===== src/rtl/sar_search_if.sv =====
// ---------------------------------------------------------------------------
// sar_search_if
//   Groups the signals between the successive-approximation search engine and
//   the combinational 3-bit comparator (bit3C family) that it exercises.
//
//   Signals
//     start    search request (pulse while the engine is idle)
//     equals   comparator flag, A == guess
//     greater  comparator flag, A >  guess
//     lesser   comparator flag, A <  guess
//     guess    trial value, drives the comparator B operand
//     busy     search in progress
//     done     one-cycle end-of-search pulse
//     found    final candidate matched A on the verify step
//     err      comparator flags were not one-hot at some sample point
//     result   recovered value
//
//   Modports
//     master   the search engine (drives guess and the status outputs)
//     slave    the environment: comparator flags plus the start request
// ---------------------------------------------------------------------------
interface sar_search_if #(
    parameter int WIDTH = 3
);
    logic             start;
    logic             equals;
    logic             greater;
    logic             lesser;
    logic [WIDTH-1:0] guess;
    logic             busy;
    logic             done;
    logic             found;
    logic             err;
    logic [WIDTH-1:0] result;

    modport master (
        input  start,
        input  equals,
        input  greater,
        input  lesser,
        output guess,
        output busy,
        output done,
        output found,
        output err,
        output result
    );

    modport slave (
        output start,
        output equals,
        output greater,
        output lesser,
        input  guess,
        input  busy,
        input  done,
        input  found,
        input  err,
        input  result
    );
endinterface


===== src/rtl/sar_search.sv =====
// ---------------------------------------------------------------------------
// sar_search
//   Successive-approximation search engine for a combinational magnitude
//   comparator. The engine drives the comparator B operand (guess), samples
//   its equals/greater/lesser flags once per cycle and recovers the unknown
//   value on the comparator A operand, MSB first, followed by one verify
//   cycle that confirms the final candidate.
//
//   Ports
//     clk   rising-edge clock
//     rst   asynchronous, active-high reset
//     bus   sar_search_if.master: start, flags in; guess, busy, done, found,
//           err, result out
//
//   Parameter
//     WIDTH operand width (>= 2); also the number of probe cycles
//
//   Build option
//     SAR_SEARCH_EARLY_EXIT_EN  when defined, a consistent equals flag seen
//                               during a probe ends the search immediately
//                               with found=1. When undefined the search
//                               always takes WIDTH+2 cycles.
//
//   Timing (start sampled at edge E)
//     probes     cycles E+1 .. E+WIDTH
//     verify     cycle  E+WIDTH+1
//     done=1     cycle  E+WIDTH+2 (busy already low)
// ---------------------------------------------------------------------------
module sar_search #(
    parameter int WIDTH = 3
) (
    input  logic          clk,
    input  logic          rst,
    sar_search_if.master  bus
);

    localparam int IDX_W = (WIDTH > 1) ? $clog2(WIDTH) : 1;

    localparam logic [WIDTH-1:0] GUESS_MSB  = {1'b1, {(WIDTH-1){1'b0}}};
    localparam logic [IDX_W-1:0] IDX_TOP    = IDX_W'(WIDTH - 1);
    localparam logic [IDX_W-1:0] IDX_ZERO   = '0;
    localparam logic [IDX_W-1:0] IDX_ONE    = IDX_W'(1);

    typedef enum logic [1:0] {
        ST_IDLE   = 2'd0,
        ST_PROBE  = 2'd1,
        ST_VERIFY = 2'd2,
        ST_DONE   = 2'd3
    } state_t;

    // -----------------------------------------------------------------------
    // State and output registers
    // -----------------------------------------------------------------------
    state_t           state_q,  state_d;
    logic [WIDTH-1:0] guess_q,  guess_d;
    logic [IDX_W-1:0] idx_q,    idx_d;
    logic             busy_q,   busy_d;
    logic             done_q,   done_d;
    logic             found_q,  found_d;
    logic             err_q,    err_d;
    logic [WIDTH-1:0] result_q, result_d;

    // -----------------------------------------------------------------------
    // One-hot mask of the bit currently under test. The mask of the next
    // (lower) bit is simply this mask shifted right; at idx=0 it becomes zero,
    // which is harmless because no further bit is set in that case.
    // -----------------------------------------------------------------------
    logic [WIDTH-1:0] bit_mask;
    logic [WIDTH-1:0] next_mask;

    genvar gi;
    generate
        for (gi = 0; gi < WIDTH; gi++) begin : g_bit_mask
            assign bit_mask[gi] = (idx_q == IDX_W'(gi));
        end
    endgenerate

    assign next_mask = bit_mask >> 1;

    // -----------------------------------------------------------------------
    // Comparator flag decode. A healthy comparator raises exactly one flag;
    // anything else (none, or several) is treated as a fault.
    // -----------------------------------------------------------------------
    logic flags_ok;
    logic [WIDTH-1:0] guess_kept;

    assign flags_ok = ( bus.equals & ~bus.greater & ~bus.lesser) |
                      (~bus.equals &  bus.greater & ~bus.lesser) |
                      (~bus.equals & ~bus.greater &  bus.lesser);

    // A below the trial value: the bit under test must be zero. Otherwise
    // (equal or greater) the bit stays set.
    assign guess_kept = bus.lesser ? (guess_q & ~bit_mask) : guess_q;

    // -----------------------------------------------------------------------
    // Next-state and output logic
    // -----------------------------------------------------------------------
    always_comb begin
        state_d  = state_q;
        guess_d  = guess_q;
        idx_d    = idx_q;
        busy_d   = busy_q;
        done_d   = 1'b0;
        found_d  = found_q;
        err_d    = err_q;
        result_d = result_q;

        unique case (state_q)
            ST_IDLE: begin
                if (bus.start) begin
                    state_d  = ST_PROBE;
                    guess_d  = GUESS_MSB;
                    idx_d    = IDX_TOP;
                    busy_d   = 1'b1;
                    found_d  = 1'b0;
                    err_d    = 1'b0;
                    result_d = '0;
                end
            end

            ST_PROBE: begin
                if (!flags_ok) begin
                    // Abort: report the bits resolved so far, with the bit
                    // under test cleared since its outcome is unknown.
                    state_d  = ST_DONE;
                    busy_d   = 1'b0;
                    done_d   = 1'b1;
                    err_d    = 1'b1;
                    found_d  = 1'b0;
                    result_d = guess_q & ~bit_mask;
`ifdef SAR_SEARCH_EARLY_EXIT_EN
                end else if (bus.equals) begin
                    // Exact hit on a probe: the remaining probes and the
                    // verify cycle cannot change the outcome.
                    state_d  = ST_DONE;
                    busy_d   = 1'b0;
                    done_d   = 1'b1;
                    found_d  = 1'b1;
                    result_d = guess_q;
`endif
                end else if (idx_q != IDX_ZERO) begin
                    guess_d = guess_kept | next_mask;
                    idx_d   = idx_q - IDX_ONE;
                end else begin
                    // Last bit resolved; guess now holds the final candidate
                    // and is presented unchanged during the verify cycle.
                    guess_d = guess_kept;
                    state_d = ST_VERIFY;
                end
            end

            ST_VERIFY: begin
                state_d  = ST_DONE;
                busy_d   = 1'b0;
                done_d   = 1'b1;
                result_d = guess_q;
                if (!flags_ok) begin
                    err_d   = 1'b1;
                    found_d = 1'b0;
                end else begin
                    found_d = bus.equals;
                end
            end

            ST_DONE: begin
                // start is deliberately not looked at here; a new search can
                // only be launched from IDLE.
                state_d = ST_IDLE;
            end

            default: begin
                state_d = ST_IDLE;
                busy_d  = 1'b0;
            end
        endcase
    end

    // -----------------------------------------------------------------------
    // Registers. Reset acts immediately, so a search interrupted by reset
    // never produces a done pulse.
    // -----------------------------------------------------------------------
    always_ff @(posedge clk or posedge rst) begin
        if (rst) begin
            state_q  <= ST_IDLE;
            guess_q  <= '0;
            idx_q    <= '0;
            busy_q   <= 1'b0;
            done_q   <= 1'b0;
            found_q  <= 1'b0;
            err_q    <= 1'b0;
            result_q <= '0;
        end else begin
            state_q  <= state_d;
            guess_q  <= guess_d;
            idx_q    <= idx_d;
            busy_q   <= busy_d;
            done_q   <= done_d;
            found_q  <= found_d;
            err_q    <= err_d;
            result_q <= result_d;
        end
    end

    // -----------------------------------------------------------------------
    // Outputs are driven straight from registers.
    // -----------------------------------------------------------------------
    assign bus.guess  = guess_q;
    assign bus.busy   = busy_q;
    assign bus.done   = done_q;
    assign bus.found  = found_q;
    assign bus.err    = err_q;
    assign bus.result = result_q;

endmodule


===== src/flat_wrapper.sv =====
// flat-port wrapper written by rule: the top's interface ports become plain ports
module sar_search_flat 
#(
    parameter int WIDTH = 3
)
  (clk, rst, bus_start, bus_equals, bus_greater, bus_lesser, bus_guess, bus_busy, bus_done, bus_found, bus_err, bus_result);
  sar_search_if #(.WIDTH(WIDTH)) bus_i ();
  input  logic clk;
  input  logic rst;
  input wire logic [$bits(bus_i.start)-1:0] bus_start;
  input wire logic [$bits(bus_i.equals)-1:0] bus_equals;
  input wire logic [$bits(bus_i.greater)-1:0] bus_greater;
  input wire logic [$bits(bus_i.lesser)-1:0] bus_lesser;
  output wire logic [$bits(bus_i.guess)-1:0] bus_guess;
  output wire logic [$bits(bus_i.busy)-1:0] bus_busy;
  output wire logic [$bits(bus_i.done)-1:0] bus_done;
  output wire logic [$bits(bus_i.found)-1:0] bus_found;
  output wire logic [$bits(bus_i.err)-1:0] bus_err;
  output wire logic [$bits(bus_i.result)-1:0] bus_result;
  assign bus_i.start = bus_start;
  assign bus_i.equals = bus_equals;
  assign bus_i.greater = bus_greater;
  assign bus_i.lesser = bus_lesser;
  assign bus_guess = bus_i.guess;
  assign bus_busy = bus_i.busy;
  assign bus_done = bus_i.done;
  assign bus_found = bus_i.found;
  assign bus_err = bus_i.err;
  assign bus_result = bus_i.result;
  sar_search #(.WIDTH(WIDTH)) u_core (.clk(clk), .rst(rst), .bus(bus_i));
endmodule

===== config.mk =====
export PLATFORM = sky130hd
export DESIGN_NAME = sar_search_flat
export DESIGN_NICKNAME = d
export VERILOG_FILES = /design/src/rtl/sar_search_if.sv /design/src/rtl/sar_search.sv /design/src/flat_wrapper.sv
export SDC_FILE = /design/constraint.sdc
export NUM_CORES = 1
export LEC_CHECK = 0
export CAP_MARGIN = 40
export CORE_MARGIN = 10
export CORE_UTILIZATION = 40
export CTS_CLUSTER_DIAMETER = 60
export DETAILED_ROUTE_END_ITERATION = 10
export SLEW_MARGIN = 30
export SYNTH_ARGS = -nofsm -noshare
export SYNTH_HDL_FRONTEND = slang
export SYNTH_SLANG_ARGS = --single-unit

===== constraint.sdc =====
create_clock -name clk -period 2.52 [get_ports clk]
set_input_delay 0.252 -clock clk [delete_from_list [all_inputs] [get_ports clk]]
set_output_delay 0.252 -clock clk [all_outputs]
set_load 0.02 [all_outputs]

## After elaboration in Yosys (flattened, before gate mapping)

Index checks and enable logic that the tools add are counted.
W data, S select, Z words.

- Register bits: 14
- Input port bits: 6
- Output and inout bits: 10
- Word-level logic and storage cells: 72

- Equal/unequal tests: 11
- Bitwise gates (word level): 14
- Multiplexer cells: 26
- Reduce and logical (&&, ||, !) cells: 12
- $add $sub $neg: 1

Operator list:

| cell | count |
|---|---|
| $mux W3 | 6 |
| $mux W2 | 6 |
| $pmux W3 S3 | 1 |
| $reduce_and A3 Y1 | 3 |
| $pmux W2 S4 | 1 |
| $and A1 B1 Y1 | 6 |
| $eq A2 B2 Y1 const B | 3 |
| $mux W1 | 6 |
| $ne A2 B2 Y1 const B | 3 |
| $pmux W1 S3 | 2 |
| $pmux W3 S2 | 1 |
| $reduce_bool A2 Y1 | 3 |
| $eq A2 B1 Y1 const B | 2 |
| $logic_not A2 Y1 | 2 |
| $ne A2 B1 Y1 const B | 2 |
| $pmux W1 S2 | 2 |
| $pmux W2 S2 | 1 |
| $reduce_and A4 Y1 | 1 |
| $and A3 B3 Y3 | 1 |
| $ne A3 B3 Y1 const B | 1 |
| $not A1 Y1 | 3 |
| $not A3 Y3 | 1 |
| $or A3 B2 Y3 | 1 |
| $reduce_bool A3 Y1 | 1 |
| other kinds (4) | 5 |

## Longest topological paths before layout

- Depth after elaboration: 8
- Mapped depth: 6
- Depth with buffers taken out: 6

## Worst setup path after synthesis

OpenSTA, ideal clock, no wires.

- Kind: reg2reg
- From: register u_core.state_q[0]
- To: register u_core.idx_q[1]
- Arrival: 1,584 ps
- Data required time: 2,394 ps
- Period minus slack after synthesis: 1,709 ps
- Setup time: 126 ps
- Setup slack: 811 ps
- Cell stages (with the launch flop): 7
- Cell sequence: dfrtp_1 > inv_1 > ha_1 > nand2b_2 > o21ai_1 > or4b_1 > o311a_1

- Cells in the longest elaborated chain, start to end: 3
- Elaborated cells on any way between the ends: 8
- Classes of those cells: 4 x eq/ne; 1 x mux; 3 x reduce/logical

RTL lines:

| item | RTL line | text |
|---|---|---|
| start, declared | sar_search.sv:54 | `state_t state_q, state_d;` |
| start signal, assigned | sar_search.sv:193 | `state_q <= state_d;` |
| $eq A2 B1 Y1 / $logic_not A2 Y1 (equally long branches) | sar_search.sv:108 | `unique case (state_q)` |
| $ne A2 B1 Y1 (no line), or another cell as far along | n/a |  |
| $reduce_and A4 Y1 (no line) | n/a |  |
| end signal, assigned | sar_search.sv:195 | `idx_q <= idx_d;` |
| end, declared | sar_search.sv:56 | `logic [IDX_W-1:0] idx_q, idx_d;` |

Several ways; a longest one is shown, not always the timed one.
A chain may end at the register's enable or synchronous reset.

## Final worst setup path

Ends and elaborated chain as after synthesis.

==> results by group <==
Power and ir drop
  – Peak supply drop: 0.0008923 V
  – PwrDens: 1144 nW/µm²
  – P_leak: around 0.48 nW

Setup path
  – CP max FO: 7
  – Worst Setup End Kind: register
  – R2r worst-path depth: 6
  – WP data required: 2.69 ns
  – Crit path DAT: 2.08 ns
  – CP Class: register to register
  – Critical Path Start Type: register

GRT
  – Total gr overflow: 0
  – Pin count of the biggest net entering global routing: 15
  – Number of antenna violations at the first check in global routing: 0
  – Vias in the first global route: between 600 and 700
  – Total global-route track usage: under 10%
  – First-pass GRT wire length: 3.001 mm

Logic synthesis
  – Synth Area in Simple Gates: 16.52%
  – Synth Cell Area: roughly 850 µm²
  – Synth warn: 0
  – Seq/Total Area, Yosys: 41.30%
  – Proportion of synthesized area in mux cells: under 10%
  – Post-synthesis xor/xnor area fraction: under 10%
  – Post-synthesis compound-gate area fraction: between 15 and 20%
  – Synth Area per Inst: between 9 and 10 µm²
  – Yosys cell types: 33
  – Syn Nets: slightly below 100
  – Largest family of logic cells by synthesized area: compound AO/OA/AOI/OAI gates
  – Synthesized flop and latch total: 14
  – Post-synthesis adder-cell area fraction: 10.32%
  – Synth Instances: 85

Layout
  – # diodes: 0
  – Layout area overhead: 24.63%
  – Finished Layout Cells: 130
  – Sequential Area: 350.3 µm²
  – Footprint of the multi-input gates: 449.2 µm²
  – Layout net count: 117
  – Fin util: a little over half
  – Layout fillers: around 180
  – Layout cells sized above 1: 12.62%

Route
  – Metal2 WL: 848 µm
  – First drt pass iteration count: 4
  – 1st-iter DRT viols: 17
  – Number of remaining DRC errors: 0
  – Vias/cell: 5.192
  – DRT met1 WL: between 800 and 900 µm
  – Total Wirelength: 1.832 mm
  – Number of routed nets with antenna violations: 0
  – Top routing layer used: met4
  – Vias: a little under 700
  – Wire length on met3: 135 µm
  – Routed len/inst: 14.09 µm

Floorplanning
  – Core footprint: 1982 µm²
  – Num rows: 16
  – Top Ports: 16
  – Die span in y: 66.05 µm
  – DIE WIDTH: 66.05 µm
  – Die area: 4363 µm²
  – Initial core utilization: 42.80%

Placement
  – Inst Count DP: 126
  – Final HPWL DP: 1.421 mm
  – Port Buffers: 15
  – GP Congestion: 0.8522

CTS
  – Clk_lat worst skew: 0.28 ns
  – CTS buffer count: 3
  – Root Buffer: clkbuf_4
  – Post-CTS sizing: 0
  – Hold-fix buffers, CTS: 0
  – # Post-CTS Setup Buffers: 0
  – Reg clk slew, reported paths: 0.08 ns
  – CTS Sinks: 14
  – Clock buffer depth: 2
  – CTS tree: built
  – Number of H-tree levels: 1

STA
  – Setup TNS: 0 ns
  – # setup viols final: 0
  – Final Cycle Share: between 70 and 80%
  – Max Fclk: 522.5 MHz
  – Final worst path period need: between 1.5 and 2 ns
  – RSZ-0062 raised after global routing: false
  – Worst slew pin tran: approximately 0.54 ns
  – Clk_skew: 0.001461 ns
  – Worst slew margin: 63.89%
  – Fin. max-slew vios: 0
  – Final hold viol count: 0

Status
  – Status: finished, final reports clean

Flow run
  – Maxcap violations: 0

Hold path
  – Hold Crit Class: input port to async pin
==> layer usage <==
layer	GRT usage (%)	up-vias
li1	-	338
met1	9.815	317
met2	13.89	16
met3	3.390	4
met4	3.927	0
met5	0	-
==> cell usage after synthesis <==
master	count	area share (%)
or4b_1	1	1.2
nand3_1	2	1.2
nor3b_2	1	1.5
a21oi_2	1	1.0
ha_1	7	10
nor2_1	4	1.8
a21oi_1	6	3.5
nor2b_1	1	0.74
o32ai_1	1	1.0
o21a_4	1	1.8
dfrtp_1	14	41
inv_1	10	4.4
buf_6	1	1.3
and3_1	2	1.5
o21ai_1	1	0.59
mux2i_1	1	1.2
nand2b_2	1	1.0
xor2_1	1	1.0
o21ai_0	6	3.5
nor3_1	2	1.2
nand4_1	1	0.74
nor4b_1	1	1.0
nand2_1	7	3.1
a31o_2	1	1.0
o311a_1	1	1.2
or3_1	1	0.74
mux2_2	1	1.3
o22ai_1	1	0.74
or2b_1	1	0.89
mux2_4	3	5.3
o21a_1	1	0.89
o311ai_0	1	1.0
a21boi_0	1	0.89
==> area by class of cell <==
class | count | area share [%]
clock buffer | 4 | 3.432
inverter | 10 | 3.550
multi-input combinational | 60 | 42.49
sequential | 14 | 33.14
tap | 27 | 3.195
timing repair buffer | 15 | 14.20
==> sequential cells by signal (all words and copies together) (netlist names) <==
| name | flops |
|---|---|
| u_core.bus.busy | 1 |
| u_core.bus.guess | 3 |
| u_core.idx_q | 2 |
| u_core.state_q | 2 |
| u_core.bus.err | 1 |
| u_core.bus.result | 3 |
| u_core.bus.found | 1 |
| u_core.bus.done | 1 |
==> critical path, cell delays in order, from the launching register on <==
cell      delay [ns]
dfrtp_1         0.43
inv_1           0.09
ha_1            0.29
nand2b_2        0.15
o21ai_1         0.16
or4b_1          0.55
o311a_1         0.14
==> stage by stage <==
| stage | cell area, µm² | hold WS, ns | worst slack (ns) | power (mW) |
|---|---|---|---|---|
| after floorplan | 848.3 | 0.1412 | 0.8106 | 0.8392 |
| after global placement | 1021 | 0.4994 | 0.5165 | 1.048 |
| after detailed placement | 1021 | 0.5034 | 0.4997 | 1.051 |
| after CTS | 1057 | 0.3307 | 0.6320 | 1.214 |
| after global routing | 1057 | 0.3667 | 0.4953 | 1.304 |
| final | 1057 | 0.3196 | 0.6062 | 1.209 |
==> worst paths after layout <==
check / to / start / slack (ns)
max in group asynchronous: u_core.idx_q[1] / rst / 1.84
min in group clk: u_core.bus.result[1] / u_core.bus.result[1] / 0.52
worst min register to register: u_core.bus.result[1] / u_core.bus.result[1] / 0.52
worst max register to register: u_core.idx_q[1] / u_core.state_q[0] / 0.61
worst max-delay path: u_core.idx_q[1] / u_core.state_q[0] / 0.61
worst min-delay path: u_core.bus.result[2] / rst / 0.32
==> cells in the final DEF (no fill, tap or decap), types with 2 or more instances in the layout <==
cell / n
a21oi_1: 6
and3_1: 2
clkbuf_4: 3
clkdlybuf4s50_1: 15
dfrtp_1: 14
ha_1: 7
inv_1: 10
mux2_4: 3
nand2_1: 7
nand3_1: 2
nor2_1: 4
nor3_1: 2
o21ai_0: 6
==> power breakdown <==
| part | internal [mW] | switching, mW | leakage (nW) | total [mW] |
|---|---|---|---|---|
| Sequential | 0.302 | 0.0556 | 0.171 | 0.358 |
| Combinational | 0.317 | 0.375 | 0.288 | 0.692 |
| Clock | 0.0879 | 0.0719 | 0.0210 | 0.160 |
| Total | 0.707 | 0.503 | 0.481 | 1.21 |
==> cell families (layout without fill, tap and decap cells) <==
| family | after synthesis | after routing |
|---|---|---|
| AOI/OAI and AO/OA | 22 | 22 |
| xor gates and xnor gates | 1 | 1 |
| adders and majority gates | 7 | 7 |
| buffers and inverters | 11 | 29 |
| DFF | 14 | 14 |
| muxes | 5 | 5 |
| and+or+nand+nor | 25 | 25 |
Power figures use the tool's default switching activity.
